**src/rtl/conv_pkg.sv**
```systemverilog
// Shared types and helpers for the sliding-window convolution engine.
package conv_pkg;

  typedef enum logic [2:0] {
    LOAD  = 3'd0,
    ARMED = 3'd1,
    MAC   = 3'd2,
    HOLD  = 3'd3,
    FIN   = 3'd4
  } state_t;

  localparam int unsigned DEFAULT_KER = 1;

  // Index width that never collapses to zero bits for single-entry ranges.
  function automatic int unsigned idx_width(input int unsigned n);
    return (n > 1) ? int'($clog2(n)) : 1;
  endfunction

  function automatic int unsigned acc_width(input int unsigned pix_w,
                                            input int unsigned ker_w,
                                            input int unsigned ker_dim);
    return pix_w + ker_w + int'($clog2(ker_dim * ker_dim)) + 1;
  endfunction

endpackage

```
**src/rtl/conv_mac_unit.sv**
```systemverilog
// Registered signed multiply-accumulate: unsigned pixel times signed coefficient.
module conv_mac_unit #(
  parameter int unsigned PIX_W = 1,
  parameter int unsigned KER_W = 4,
  parameter int unsigned ACC_W = 10
) (
  input  logic                    clk,
  input  logic                    rst_n,
  input  logic                    clr,
  input  logic                    en,
  input  logic [PIX_W-1:0]        pix,
  input  logic signed [KER_W-1:0] coef,
  output logic signed [ACC_W-1:0] acc
);

  localparam int unsigned PROD_W = PIX_W + KER_W + 1;

  logic signed [PROD_W-1:0] prod;

  // Pixel is zero-extended so it always multiplies as a non-negative value.
  always_comb prod = PROD_W'($signed({1'b0, pix})) * PROD_W'(coef);

  always_ff @(posedge clk or posedge rst_n) begin
    if (rst_n) begin
      acc <= '0;
    end else if (clr) begin
      acc <= '0;
    end else if (en) begin
      acc <= acc + ACC_W'(prod);
    end
  end

endmodule

```
**src/rtl/conv_window_engine.sv**
```systemverilog
// Valid-mode 2-D convolution, one MAC per cycle, streamed over valid/ready.
// Build option CONV_RELU_EN clamps negative results to zero.
module conv_window_engine
  import conv_pkg::*;
#(
  parameter int unsigned IMG_DIM = 6,
  parameter int unsigned KER_DIM = 3,
  parameter int unsigned PIX_W   = 1,
  parameter int unsigned KER_W   = 4,
  parameter int unsigned ACC_W   = acc_width(PIX_W, KER_W, KER_DIM)
) (
  input  logic                                       clk,
  input  logic                                       rst_n,
  input  logic                                       row_valid,
  input  logic [IMG_DIM*PIX_W-1:0]                   row_data,
  output logic                                       row_ready,
  input  logic                                       ker_we,
  input  logic [idx_width(KER_DIM*KER_DIM)-1:0]      ker_addr,
  input  logic signed [KER_W-1:0]                    ker_data,
  input  logic                                       start,
  output logic                                       busy,
  output logic                                       out_valid,
  input  logic                                       out_ready,
  output logic signed [ACC_W-1:0]                    out_data,
  output logic [idx_width(IMG_DIM)-1:0]              out_row,
  output logic [idx_width(IMG_DIM)-1:0]              out_col,
  output logic                                       done
);

  localparam int unsigned KK   = KER_DIM * KER_DIM;
  localparam int unsigned OD   = IMG_DIM - KER_DIM + 1;
  localparam int unsigned RC_W = idx_width(IMG_DIM);
  localparam int unsigned KA_W = idx_width(KK);
  localparam int unsigned KI_W = $clog2(KK + 1);

  state_t state, state_d;

  logic [PIX_W-1:0]        img [IMG_DIM][IMG_DIM];
  logic signed [KER_W-1:0] ker [KK];
  logic [RC_W-1:0]         row_cnt;
  logic [RC_W-1:0]         win_r, win_c, kr, kc;
  logic [KI_W-1:0]         k_idx;

  logic row_ready_d, busy_d, out_valid_d, done_d;
  logic row_we, ker_wr, mac_clr, mac_en, out_load, win_rst, win_adv;
  logic last_row, last_win;

  logic [RC_W-1:0]         pix_r, pix_c;
  logic [PIX_W-1:0]        mac_pix;
  logic signed [KER_W-1:0] mac_coef;
  logic signed [ACC_W-1:0] acc;
  logic signed [ACC_W-1:0] result_c;

  assign last_row = (row_cnt == RC_W'(IMG_DIM - 1));
  assign last_win = (win_r == RC_W'(OD - 1)) && (win_c == RC_W'(OD - 1));
  assign ker_wr   = ker_we && !busy && (32'(ker_addr) < KK);

  always_comb begin
    pix_r    = win_r + kr;
    pix_c    = win_c + kc;
    mac_pix  = img[pix_r][pix_c];
    mac_coef = ker[KA_W'(k_idx)];
  end

`ifdef CONV_RELU_EN
  assign result_c = acc[ACC_W-1] ? '0 : acc;
`else
  assign result_c = acc;
`endif

  conv_mac_unit #(
    .PIX_W (PIX_W),
    .KER_W (KER_W),
    .ACC_W (ACC_W)
  ) u_mac (
    .clk   (clk),
    .rst_n (rst_n),
    .clr   (mac_clr),
    .en    (mac_en),
    .pix   (mac_pix),
    .coef  (mac_coef),
    .acc   (acc)
  );

  always_ff @(posedge clk or posedge rst_n) begin
    if (rst_n) state <= LOAD;
    else       state <= state_d;
  end

  // Next state, next registered outputs and datapath strobes.
  always_comb begin
    state_d     = state;
    row_ready_d = row_ready;
    busy_d      = busy;
    out_valid_d = out_valid;
    done_d      = 1'b0;
    row_we      = 1'b0;
    mac_clr     = 1'b0;
    mac_en      = 1'b0;
    out_load    = 1'b0;
    win_rst     = 1'b0;
    win_adv     = 1'b0;
    unique case (state)
      LOAD, FIN: begin
        state_d     = LOAD;
        busy_d      = 1'b0;
        row_ready_d = 1'b1;
        if (row_valid && row_ready) begin
          row_we = 1'b1;
          if (last_row) begin
            state_d     = ARMED;
            row_ready_d = 1'b0;
          end
        end
      end
      ARMED: begin
        row_ready_d = 1'b0;
        if (start) begin
          state_d = MAC;
          busy_d  = 1'b1;
          mac_clr = 1'b1;
          win_rst = 1'b1;
        end
      end
      MAC: begin
        // One extra step after the last term lets the accumulator settle.
        if (k_idx == KI_W'(KK)) begin
          out_load    = 1'b1;
          out_valid_d = 1'b1;
          state_d     = HOLD;
        end else begin
          mac_en = 1'b1;
        end
      end
      HOLD: begin
        if (out_ready) begin
          out_valid_d = 1'b0;
          if (last_win) begin
            state_d     = FIN;
            busy_d      = 1'b0;
            done_d      = 1'b1;
            row_ready_d = 1'b1;
          end else begin
            state_d = MAC;
            mac_clr = 1'b1;
            win_adv = 1'b1;
          end
        end
      end
      default: begin
        state_d = LOAD;
      end
    endcase
  end

  always_ff @(posedge clk or posedge rst_n) begin
    if (rst_n) begin
      row_ready <= 1'b1;
      busy      <= 1'b0;
      out_valid <= 1'b0;
      done      <= 1'b0;
      out_data  <= '0;
      out_row   <= '0;
      out_col   <= '0;
      row_cnt   <= '0;
      win_r     <= '0;
      win_c     <= '0;
      kr        <= '0;
      kc        <= '0;
      k_idx     <= '0;
      for (int r = 0; r < IMG_DIM; r++)
        for (int c = 0; c < IMG_DIM; c++)
          img[r][c] <= '0;
      for (int k = 0; k < KK; k++)
        ker[k] <= KER_W'(DEFAULT_KER);
    end else begin
      row_ready <= row_ready_d;
      busy      <= busy_d;
      out_valid <= out_valid_d;
      done      <= done_d;

      if (row_we) begin
        for (int c = 0; c < IMG_DIM; c++)
          img[row_cnt][c] <= row_data[c*PIX_W +: PIX_W];
        row_cnt <= last_row ? '0 : row_cnt + 1'b1;
      end

      if (ker_wr) ker[ker_addr] <= ker_data;

      if (win_rst) begin
        win_r <= '0;
        win_c <= '0;
      end else if (win_adv) begin
        if (win_c == RC_W'(OD - 1)) begin
          win_c <= '0;
          win_r <= win_r + 1'b1;
        end else begin
          win_c <= win_c + 1'b1;
        end
      end

      // Kernel walk in raster order alongside the accumulator.
      if (mac_clr) begin
        k_idx <= '0;
        kr    <= '0;
        kc    <= '0;
      end else if (mac_en) begin
        k_idx <= k_idx + 1'b1;
        if (kc == RC_W'(KER_DIM - 1)) begin
          kc <= '0;
          kr <= kr + 1'b1;
        end else begin
          kc <= kc + 1'b1;
        end
      end

      if (out_load) begin
        out_data <= result_c;
        out_row  <= win_r;
        out_col  <= win_c;
      end
    end
  end

endmodule

```
**config.mk**
```make
export PLATFORM = sky130hd
export DESIGN_NAME = conv_window_engine
export DESIGN_NICKNAME = d
export VERILOG_FILES = /design/src/rtl/conv_pkg.sv /design/src/rtl/conv_mac_unit.sv /design/src/rtl/conv_window_engine.sv
export SDC_FILE = /design/constraint.sdc
export NUM_CORES = 1
export LEC_CHECK = 0
export BUFFER_PORTS_ARGS = -buffer_cell sky130_fd_sc_hd__buf_2
export CAP_MARGIN = 5
export CORE_MARGIN = 10
export CORE_UTILIZATION = 30
export DETAILED_ROUTE_END_ITERATION = 8
export GPL_ROUTABILITY_DRIVEN = 0
export SLEW_MARGIN = 25
export SYNTH_ARGS = -nofsm -noshare
export SYNTH_HDL_FRONTEND = slang
export SYNTH_HIERARCHICAL = 1
export SYNTH_SLANG_ARGS = --single-unit
```
**constraint.sdc**
```tcl
create_clock -name clk -period 4.2 [get_ports clk]
set_input_delay 0.63 -clock clk [delete_from_list [all_inputs] [get_ports clk]]
set_output_delay 0.63 -clock clk [all_outputs]
set_load 0.05 [all_outputs]
```
==> results of run 1 <==
[state kept, by name, summed over array words and instances, names as in the netlist, 4 cells and up]
register / cells
out_data: 10
ker: 36
u_mac/acc: 10
k_idx: 4
img: 36
[routing by layer]
metal,share of wire (%),GRT usage [%],up-vias,routed length [µm]
met1,48,13.7,2085,6900
met4,0.92,3.85,0,133
met3,3.5,2.70,10,501
li1,-,-,1941,-
met2,48,16.7,70,6870
met5,0,0,-,0
[critical path: stages, from the launching register on]
cell,delay [ps]
dfrtp_1,340
ha_1,150
inv_1,50
fa_2,620
mux4_2,550
a2111oi_4,310
a311oi_1,100
o2bb2ai_2,170
and2_1,150
ha_1,280
ha_2,200
fa_2,360
a21o_1,210
a22oi_2,190
a21oi_1,120
o21bai_2,170
mux2_4,310
[worst max-delay path by stage]
stage / cells after the start / end / slack, ps
5_1_grt: 16 / u_mac/acc[9] / -400
6_report: 16 / u_mac/acc[9] / -210
4_1_cts: 16 / u_mac/acc[9] / -200
3_5_place_dp: 16 / u_mac/acc[9] / -190
2_1_floorplan: 17 / u_mac/acc[9] / -30
3_3_place_gp: 16 / u_mac/acc[9] / -120
[cell type report]
type	instances	area [µm²]	share of cell area (%)
multi-input cells	342	3230	41.5
well taps	275	344	4.43
clock inverters	12	163	2.09
clock buffers	20	457	5.88
repair buffers	65	403	5.18
flip-flops and latches	124	3120	40.1
inverters	16	62.6	0.805
[placed cells by master, fill, tap and decap left out, drive strengths merged, types with 2 or more instances in the layout]
master      n
mux4       14
a21o        4
nand2      30
inv        18
o21ai      13
or2         5
xor2        7
nand3b      5
a311oi      2
bufinv      3
nand3       2
dfstp      10
and2        3
buf        65
nor3b       7
mux2       86
nand2b      7
ha         21
nor2b       6
clkinvlp    5
clkbuf     20
nor2       33
and3        7
a211oi      5
clkinv      2
a31oi       3
mux2i      18
dfrtp     114
nor3        7
o2bb2ai     2
a22oi       3
xnor2      12
a2111oi     3
fa          3
a21oi      14
or3         2
[power by group]
part	internal [mW]	switching, mW	leakage [nW]
combinational	1.66	1.61	1.71
sequential	1.70	0.406	1.56
clock	0.969	0.563	0.285
total	4.33	2.58	3.56
[stage by stage]
stage / utilization, % / setup WS [ps] / total power [mW] / hold WS, ps
after global routing: 37.1 / -405 / 7.39 / 240
after detailed placement: 33.7 / -187 / 5.26 / 470
final: 37.1 / -212 / 6.91 / 214
after CTS: 36.8 / -203 / 6.86 / 215
after floorplan: - / -29.5 / 4.37 / 458
after global placement: 33.7 / -121 / 5.13 / 470
[logic make-up after synthesis]
group	after synthesis
fa+ha+maj	24
flops	124
simple gates	121
compound gates	59
mux	118
buf+inv	32
xor+xnor	20
[timing repair]
action	CTS	global route
pin swaps	1	2
cloned	0	0
endpoints found under the hold margin	0	0
resized for setup	3	6
endpoints found under the setup margin	4	5
buffers inserted	0	1
hold buffers	0	0
==> flow_summary.toml, run 1 <==
[place]
place_hpwl_um = 10200
place_inst = 821
placed_area_um2 = 7070
portBuffers = 39

[global_routing]
grt_antenna_before_repair = 0
grt_pass1_wl_um = 23800
grt.overflow.total = 0
grt_pass1_vias = 4387
grt_max_degree = 49
grt_util_all_layers_pct = 10.6

[worst_setup_path]
crit_path_end_kind = "flop"
critical_path.max_fanout = 4
cp.arrival_ps = 4720
reg2regPathDepth = 16
worstSetupPathType = "flop to flop"
r2r-start = "win_r[0]"
worstReg2RegEnd = "u_mac/acc[9]"
worstSetupStartpointType = "flop"
crit_start = "win_r[0]"
ff2ff_setup_slack_ps = -210
cp_data_required_time_ps = 4510

[sta]
final.min_clock_period_ps = 4410
fin_crit_sh_pct = 105
maxSlewViolCount = 0
tightest_slew_ps = 761
maxSlewHeadroom_pct = 48.7
hold_viol = 0
fin_setup_tns_ps = -319
max_freq_ghz = 0.227
rsz0062_at_grt = "yes"
fin_worst_skew_ps = 11.9
setup_slack_ps = -212
finalSetupViolations = 2

[power]
p_leak_nw = 3.56
powerDensity_nw_per_um2 = 889
irDropWorstVdd_mv = 0.303

[final_layout]
antenna_cells = 0
final_cell_area_um2 = 7770
final-instance-count-excl-fill = 854
final_nets = 610
drive_gt1_share_pct = 40.8
num-fill-cells = 2052
area_growth_pct = 21.8

[logic_synthesis]
synth-edff-count = 0
syn_area_um2 = 6380
synth.largest_area_cell = "dfrtp_1"
synth_top_family_by_area = "multiplexers"
synthSimpleGateAreaFrac_pct = 10.5
ys_seq_elements = 124
ys.warnings.count = 6
synthArstFlopShare_pct = 100
ys_seq_area_share_pct = 48.8
synth_compound_area_share_pct = 6.27
synth.most_common_cell = "dfrtp_1"
synth.top_cell.area_share_pct = 44.7
syn_avg_cell_area_um2 = 12.8
synth_xor_area_share_pct = 2.98
synth_common_cells = "114 x dfrtp_1, 67 x mux2_2, 33 x nor2_1"
synth_nets = 542
synth_flop_cell = "dfrtp_1"
yosysUniqueCellTypes = 64
synth_fa_ha_area_share_pct = 5.06
muxShareOfSynthArea_pct = 24.1
synth.area.top_cells = "dfrtp_1 45%, mux2_2 12%, mux4_2 4.9%"
syn_inst = 498

[worst_hold_path]
hold_class = "primary input to asynchronous set/reset pin"

[routing]
drt-total-wl_um = 14400
drtAntennaViolNets = 0
wl_per_cell_um = 16.9
drc = 0
via_count = 4106
drt_iter0_drc = 248
drtPass1Iterations = 4
vias_per_cell = 4.81

[cts]
cts_buffer_depth = 2
numCtsBuffers = 17
path_clk_slew_ps = 60
clkLatencyLatePin_ps = 420
tritoncts = "built"
h-tree-depth = 4
root_buffer = "clkbuf_16"
cts.sinks = 124

[die]
die-area_um2 = 27500
start_util_pct = 30.5
dieWidth_um = 166
die_h_um = 166
std_cell_rows = 53
io-pin-count = 40
core_um2 = 21000

[status]
violations = "negative setup slack"
status = "finished, violations left"

[flow_run]
max-cap-violations = 0
No activity file was read; power rests on OpenSTA's default activity.
==> inputs of run 2 (changes only) <==
--- a/config.mk
+++ b/config.mk
@@ -9,6 +9,7 @@
 export CAP_MARGIN = 5
 export CORE_MARGIN = 10
 export CORE_UTILIZATION = 30
+export CTS_BUF_LIST = sky130_fd_sc_hd__clkbuf_2
 export DETAILED_ROUTE_END_ITERATION = 8
 export GPL_ROUTABILITY_DRIVEN = 0
 export SLEW_MARGIN = 25
==> run 2 against run 1 <==
  * The run still ends with negative setup slack left
  * Flip-flop and latch count unchanged
  * Combinational power increased by 6.4%
  * Clock-buffer cell count decreased by 2
  * Sequential share of layout area increased by 1.4 points
  * Total power decreased by 7.5%
==> flow_summary.toml, run 2 (synthesis results as in run 1) <==
[status]
status = "finished, violations left"
violations = "negative setup slack"

[sta]
holdWs_ps = 232
finalSetupViolations = 4
maxSlewHeadroom_pct = 48.9
final.min_clock_period_ps = 4420
maxSlewViolCount = 0
fin_worst_skew_ps = 43.5
setup_slack_ps = -216
fin_setup_tns_ps = -326
fin_crit_sh_pct = 105
tightest_slew_ps = 759
hold_viol = 0
rsz0062_at_grt = "yes"
max_freq_ghz = 0.226

[power]
p_comb_share_pct = 54.5
internal_power_mw = 3.83
powerDensity_nw_per_um2 = 851
p_sw_share_pct = 40.0
seqPwrFrac_pct = 32.8
clkPwrFrac_pct = 12.7
p_sw_mw = 2.55
p_leak_nw = 3.43
irDropWorstVdd_mv = 0.329

[worst_hold_path]
hold_class = "primary input to flop"
hold_depth = 2

[die]
core_um2 = 21000
io-pin-count = 40
start_util_pct = 30.5
std_cell_rows = 53
dieWidth_um = 166
die-area_um2 = 27500
die_h_um = 166

[final_layout]
top_regs = "img (36), ker (36)"
seqCellArea_um2 = 3120
num-fill-cells = 2076
drive_gt1_share_pct = 42.2
layout_common_cells = "114 x dfrtp_1, 67 x mux2_2, 39 x buf_2"
multiInputGateArea_um2 = 3290
final_nets = 612
final_common_cell = "dfrtp_1"
area_growth_pct = 17.7

[cts]
cts.sinks = 124
h-tree-depth = 4
numCtsBuffers = 17
root_buffer = "clkbuf_2"
path_clk_slew_ps = 210
tritoncts = "built"
cts_buffer_depth = 2
clkLatencyLatePin_ps = 690

[worst_setup_path]
cp.arrival_ps = 5030
reg2regPathDepth = 16
critical_path.max_fanout = 4
cp_data_required_time_ps = 4810
worstSetupPathType = "flop to flop"
crit_path_end_kind = "flop"
worstSetupStartpointType = "flop"

[place]
portBuffers = 39
place_hpwl_um = 10200

[routing]
vias_per_cell = 4.80
via_count = 4117
drtAntennaViolNets = 0
drt_iter0_drc = 259
drt-total-wl_um = 14100
drc = 0
wl_per_cell_um = 16.4
drtPass1Iterations = 5

[flow_run]
max-cap-violations = 0

[global_routing]
grt.overflow.total = 0
grt_pass1_vias = 4341
grt_pass1_wl_um = 23000
grt_antenna_before_repair = 1
grt_max_degree = 49
grt_util_all_layers_pct = 10.2
==> run 2: worst paths after layout <==
path                             start      endpoint  slack [ps]
max                           win_r[0]  u_mac/acc[9]        -220
min                        row_data[4]       img[25]         230
max in group asynchronous        rst_n       img[21]        2700
min reg2reg                 out_row[2]    out_row[2]         500
max reg2reg                   win_r[0]  u_mac/acc[9]        -220
min in group asynchronous        rst_n  u_mac/acc[6]         470
==> run 2: layout make-up <==
class | instances | area share, %
Sequential cell | 124 | 41.5
Antenna cell | 1 | 0.0333
Timing Repair Buffer | 67 | 5.75
Multi-Input combinational cell | 342 | 43.8
Inverter | 16 | 0.833
Tap cell | 275 | 4.58
Clock buffer | 18 | 1.20
Clock inverter | 14 | 2.27
==> run 2: metrics by stage <==
| step | util [%] | power, mW | cell area [µm²] | std cells | worst slack (ps) |
|---|---|---|---|---|---|
| final | 35.8 | 6.39 | 7510 | 857 | -216 |
| after global routing | 35.8 | 6.87 | 7510 | 857 | -346 |
| after CTS | 35.1 | 6.11 | 7350 | 854 | -140 |
| after detailed placement | 33.7 | 5.26 | 7070 | 821 | -187 |
| after global placement | 33.7 | 5.13 | 7070 | 821 | -121 |
| after floorplan | - | 4.37 | 6420 | 498 | -29.5 |
==> run 2: what timing repair did <==
item / in CTS / in global routing
pin swaps: 1 / 14
hold buffers: 1 / 0
setup endpoints to repair: 4 / 5
endpoints found under the hold margin: 47 / 0
setup buffers: 0 / 2
resized for setup: 1 / 22
gates cloned: 0 / 0
==> run 2: worst max-delay path: stages (launching register included) <==
cell and delay (ps):
dfrtp_1 380, ha_1 150, inv_1 50, fa_2 630
mux4_2 580, a2111oi_4 400, a311oi_2 100, o2bb2ai_4 170
and2_4 160, ha_4 220, ha_4 160, fa_2 360
a21o_1 230, a22oi_2 200, a2111oi_2 90, o21bai_2 210
mux2_4 290
==> run 2: per-layer routing <==
layer | share of wire [%] | GRT usage, % | vias to the layer above | wire [µm]
met5 | 0 | 0 | - | 0
met1 | 49 | 13.3 | 2087 | 6820
met2 | 47 | 16.1 | 74 | 6580
met3 | 3.3 | 2.63 | 12 | 464
li1 | - | - | 1944 | -
met4 | 1.4 | 3.39 | 0 | 193
==> run 2: power groups by stage <==
stage / Sequential [mW] / Clock (mW) / Combinational, mW
2_1_floorplan: 2.13 / 0 / 2.24
3_3_place_gp: 2.09 / 0 / 3.04
3_5_place_dp: 2.12 / 0 / 3.14
4_1_cts: 2.09 / 0.843 / 3.17
5_1_grt: 2.17 / 0.897 / 3.81
6_report: 2.09 / 0.811 / 3.48
==> inputs of run 3 (changes only) <==
--- a/config.mk
+++ b/config.mk
@@ -8,10 +8,11 @@
 export BUFFER_PORTS_ARGS = -buffer_cell sky130_fd_sc_hd__buf_2
 export CAP_MARGIN = 5
 export CORE_MARGIN = 10
-export CORE_UTILIZATION = 30
+export CORE_UTILIZATION = 50
 export CTS_BUF_LIST = sky130_fd_sc_hd__clkbuf_2
 export DETAILED_ROUTE_END_ITERATION = 8
 export GPL_ROUTABILITY_DRIVEN = 0
+export PLACE_DENSITY_LB_ADDON = 0.1
 export SLEW_MARGIN = 25
 export SYNTH_ARGS = -nofsm -noshare
 export SYNTH_HDL_FRONTEND = slang
==> run 3 against run 2 <==
  * The flow still finishes with violations (negative setup slack)
  * Global-route usage rose by 5.2 points
  * First-iteration DRC count shrank 8.9%
  * Flip-flop and latch count did not move
  * Non-clock buffer count increased by 5
  * Clock power is 6.0% lower
  * Total power down 4.1%
  * Cell area decreased by 2.8%
  * Highest routed layer unchanged
==> flow_summary.toml, run 3 (synthesis results as in run 1) <==
[worst_setup_path]
slowest_delay_ps = 620
slowest_stage = "fa_2"
critical_path.max_fanout = 7
crit_buf_inv = 1
cp_data_required_time_ps = 4770
ff2ff_setup_slack_ps = -210
r2r-start = "win_r[0]"
cp_top_family = "adder cells"
crit_chain = "ha_1 > inv_1 > fa_2 > mux4_2 > a2111oi_4 > a311oi_2 > o2bb2ai_2 > and2_1 > ha_1 > ha_2 > fa_2 > a21o_1 > a22oi_2 > a2111oi_2 > o21bai_2 > mux2_4"
crit_start = "win_r[0]"
cp.arrival_ps = 4980
worstSetupStartpointType = "flop"
worstReg2RegEnd = "u_mac/acc[9]"
crit_cells = 16
reg2regPathDepth = 16
crit_path_end_kind = "flop"
crit_end = "u_mac/acc[9]"
worstSetupPathType = "flop to flop"

[final_layout]
final_common_cell = "dfrtp_1"
post-route-util_pct = 58.1
multiInputGateArea_um2 = 3200
layout_common_cells = "114 x dfrtp_1, 67 x mux2_2, 39 x buf_2"
final-instance-count-excl-fill = 759
final_nets = 617
area_growth_pct = 14.4
top_regs = "img (36), ker (36)"
num-fill-cells = 1047
seqCellArea_um2 = 3120
drive_gt1_share_pct = 41.3

[routing]
wl_per_cell_um = 17.0
drt-total-wl_um = 12900
drtPass1Iterations = 4
drt_iter0_drc = 236
vias_per_cell = 5.35
drc = 0
drtAntennaViolNets = 0
via_count = 4059

[global_routing]
grt_util_all_layers_pct = 15.4
grt_pass1_vias = 4381
grt.overflow.total = 0
grt_antenna_before_repair = 1
grt_pass1_wl_um = 22100
grt_max_degree = 49

[place]
dp_slack_ps = -297
portBuffers = 39
place_hpwl_um = 9420
place_inst = 720

[sta]
fin_worst_skew_ps = 36.6
finalSetupViolations = 4
rsz0062_at_grt = "yes"
maxSlewHeadroom_pct = 46.2
setup_slack_ps = -213
holdWs_ps = 256
tightest_slew_ps = 804
hold_viol = 0
final.min_clock_period_ps = 4410
max_freq_ghz = 0.227
fin_crit_sh_pct = 105
maxSlewViolCount = 0

[power]
p_leak_nw = 3.45
power.total_mw = 6.13
irDropWorstVdd_mv = 0.376
powerDensity_nw_per_um2 = 840

[die]
die_h_um = 133
die-area_um2 = 17700
start_util_pct = 50.8
core_um2 = 12600
std_cell_rows = 41
dieWidth_um = 133
io-pin-count = 40

[cts]
root_buffer = "clkbuf_2"
numCtsBuffers = 17
path_clk_slew_ps = 180
cts_buffer_depth = 2
clkLatencyLatePin_ps = 670
tritoncts = "built"
h-tree-depth = 4
cts.sinks = 124

[worst_hold_path]
hold_class = "primary input to flop"
hold_depth = 2

[status]
violations = "negative setup slack"
status = "finished, violations left"

[flow_run]
max-cap-violations = 0
## run 3: changes by cell type in the layout (fill, tap and decap cells not counted), sizes merged
cell	before	now
inv	18	16
buf	66	71
clkbuf	18	24
clkinvlp	5	2
clkinv	4	3
## run 3: worst min-delay path by stage
stage,slack [ps],startpoint,end
final,260,row_data[3],img[26]
after global routing,170,row_data[3],img[2]
after CTS,180,row_data[3],img[26]
after detailed placement,470,out_row[1],out_row[1]
after global placement,460,out_row[1],out_row[1]
after floorplan,460,state[2],state[1]
## run 3: final cells by class
type,instances,area share (%)
clock buffers,24,1.65
flip-flops and latches,124,42.7
inverters,16,0.857
well taps,172,2.95
repair buffers,72,6.28
multi-input cells,342,43.9
diodes,1,0.0343
clock inverters,8,1.63
## run 3: through the flow
step	instance area (µm²)	TNS, ps
2_1_floorplan	6420	-29.5
5_1_grt	7300	-1520
3_3_place_gp	6960	-215
3_5_place_dp	6960	-682
4_1_cts	7280	-319
6_report	7300	-300
## run 3: repair_timing
item | CTS | global route
pin swaps | 6 | 0
endpoints found under the setup margin | 5 | 5
hold endpoints to repair | 40 | 0
hold buffers | 1 | 0
setup buffers | 4 | 2
gates resized for setup | 6 | 1
## run 3: power breakdown
part / internal (mW) / total, mW / switching (mW)
Sequential: 1.69 / 2.07 / 0.374
Clock: 0.345 / 0.762 / 0.417
Combinational: 1.71 / 3.30 / 1.59
Total: 3.75 / 6.13 / 2.38
## run 3: routing by layer
metal | wire length [µm] | vias to the layer above | share of wire [%] | track usage, %
met5 | 0 | - | 0 | 0
met1 | 6340 | 2041 | 49 | 20.3
met4 | 105 | 0 | 0.82 | 4.40
met2 | 5970 | 50 | 46 | 23.9
met3 | 458 | 8 | 3.6 | 4.84
li1 | - | 1960 | - | -
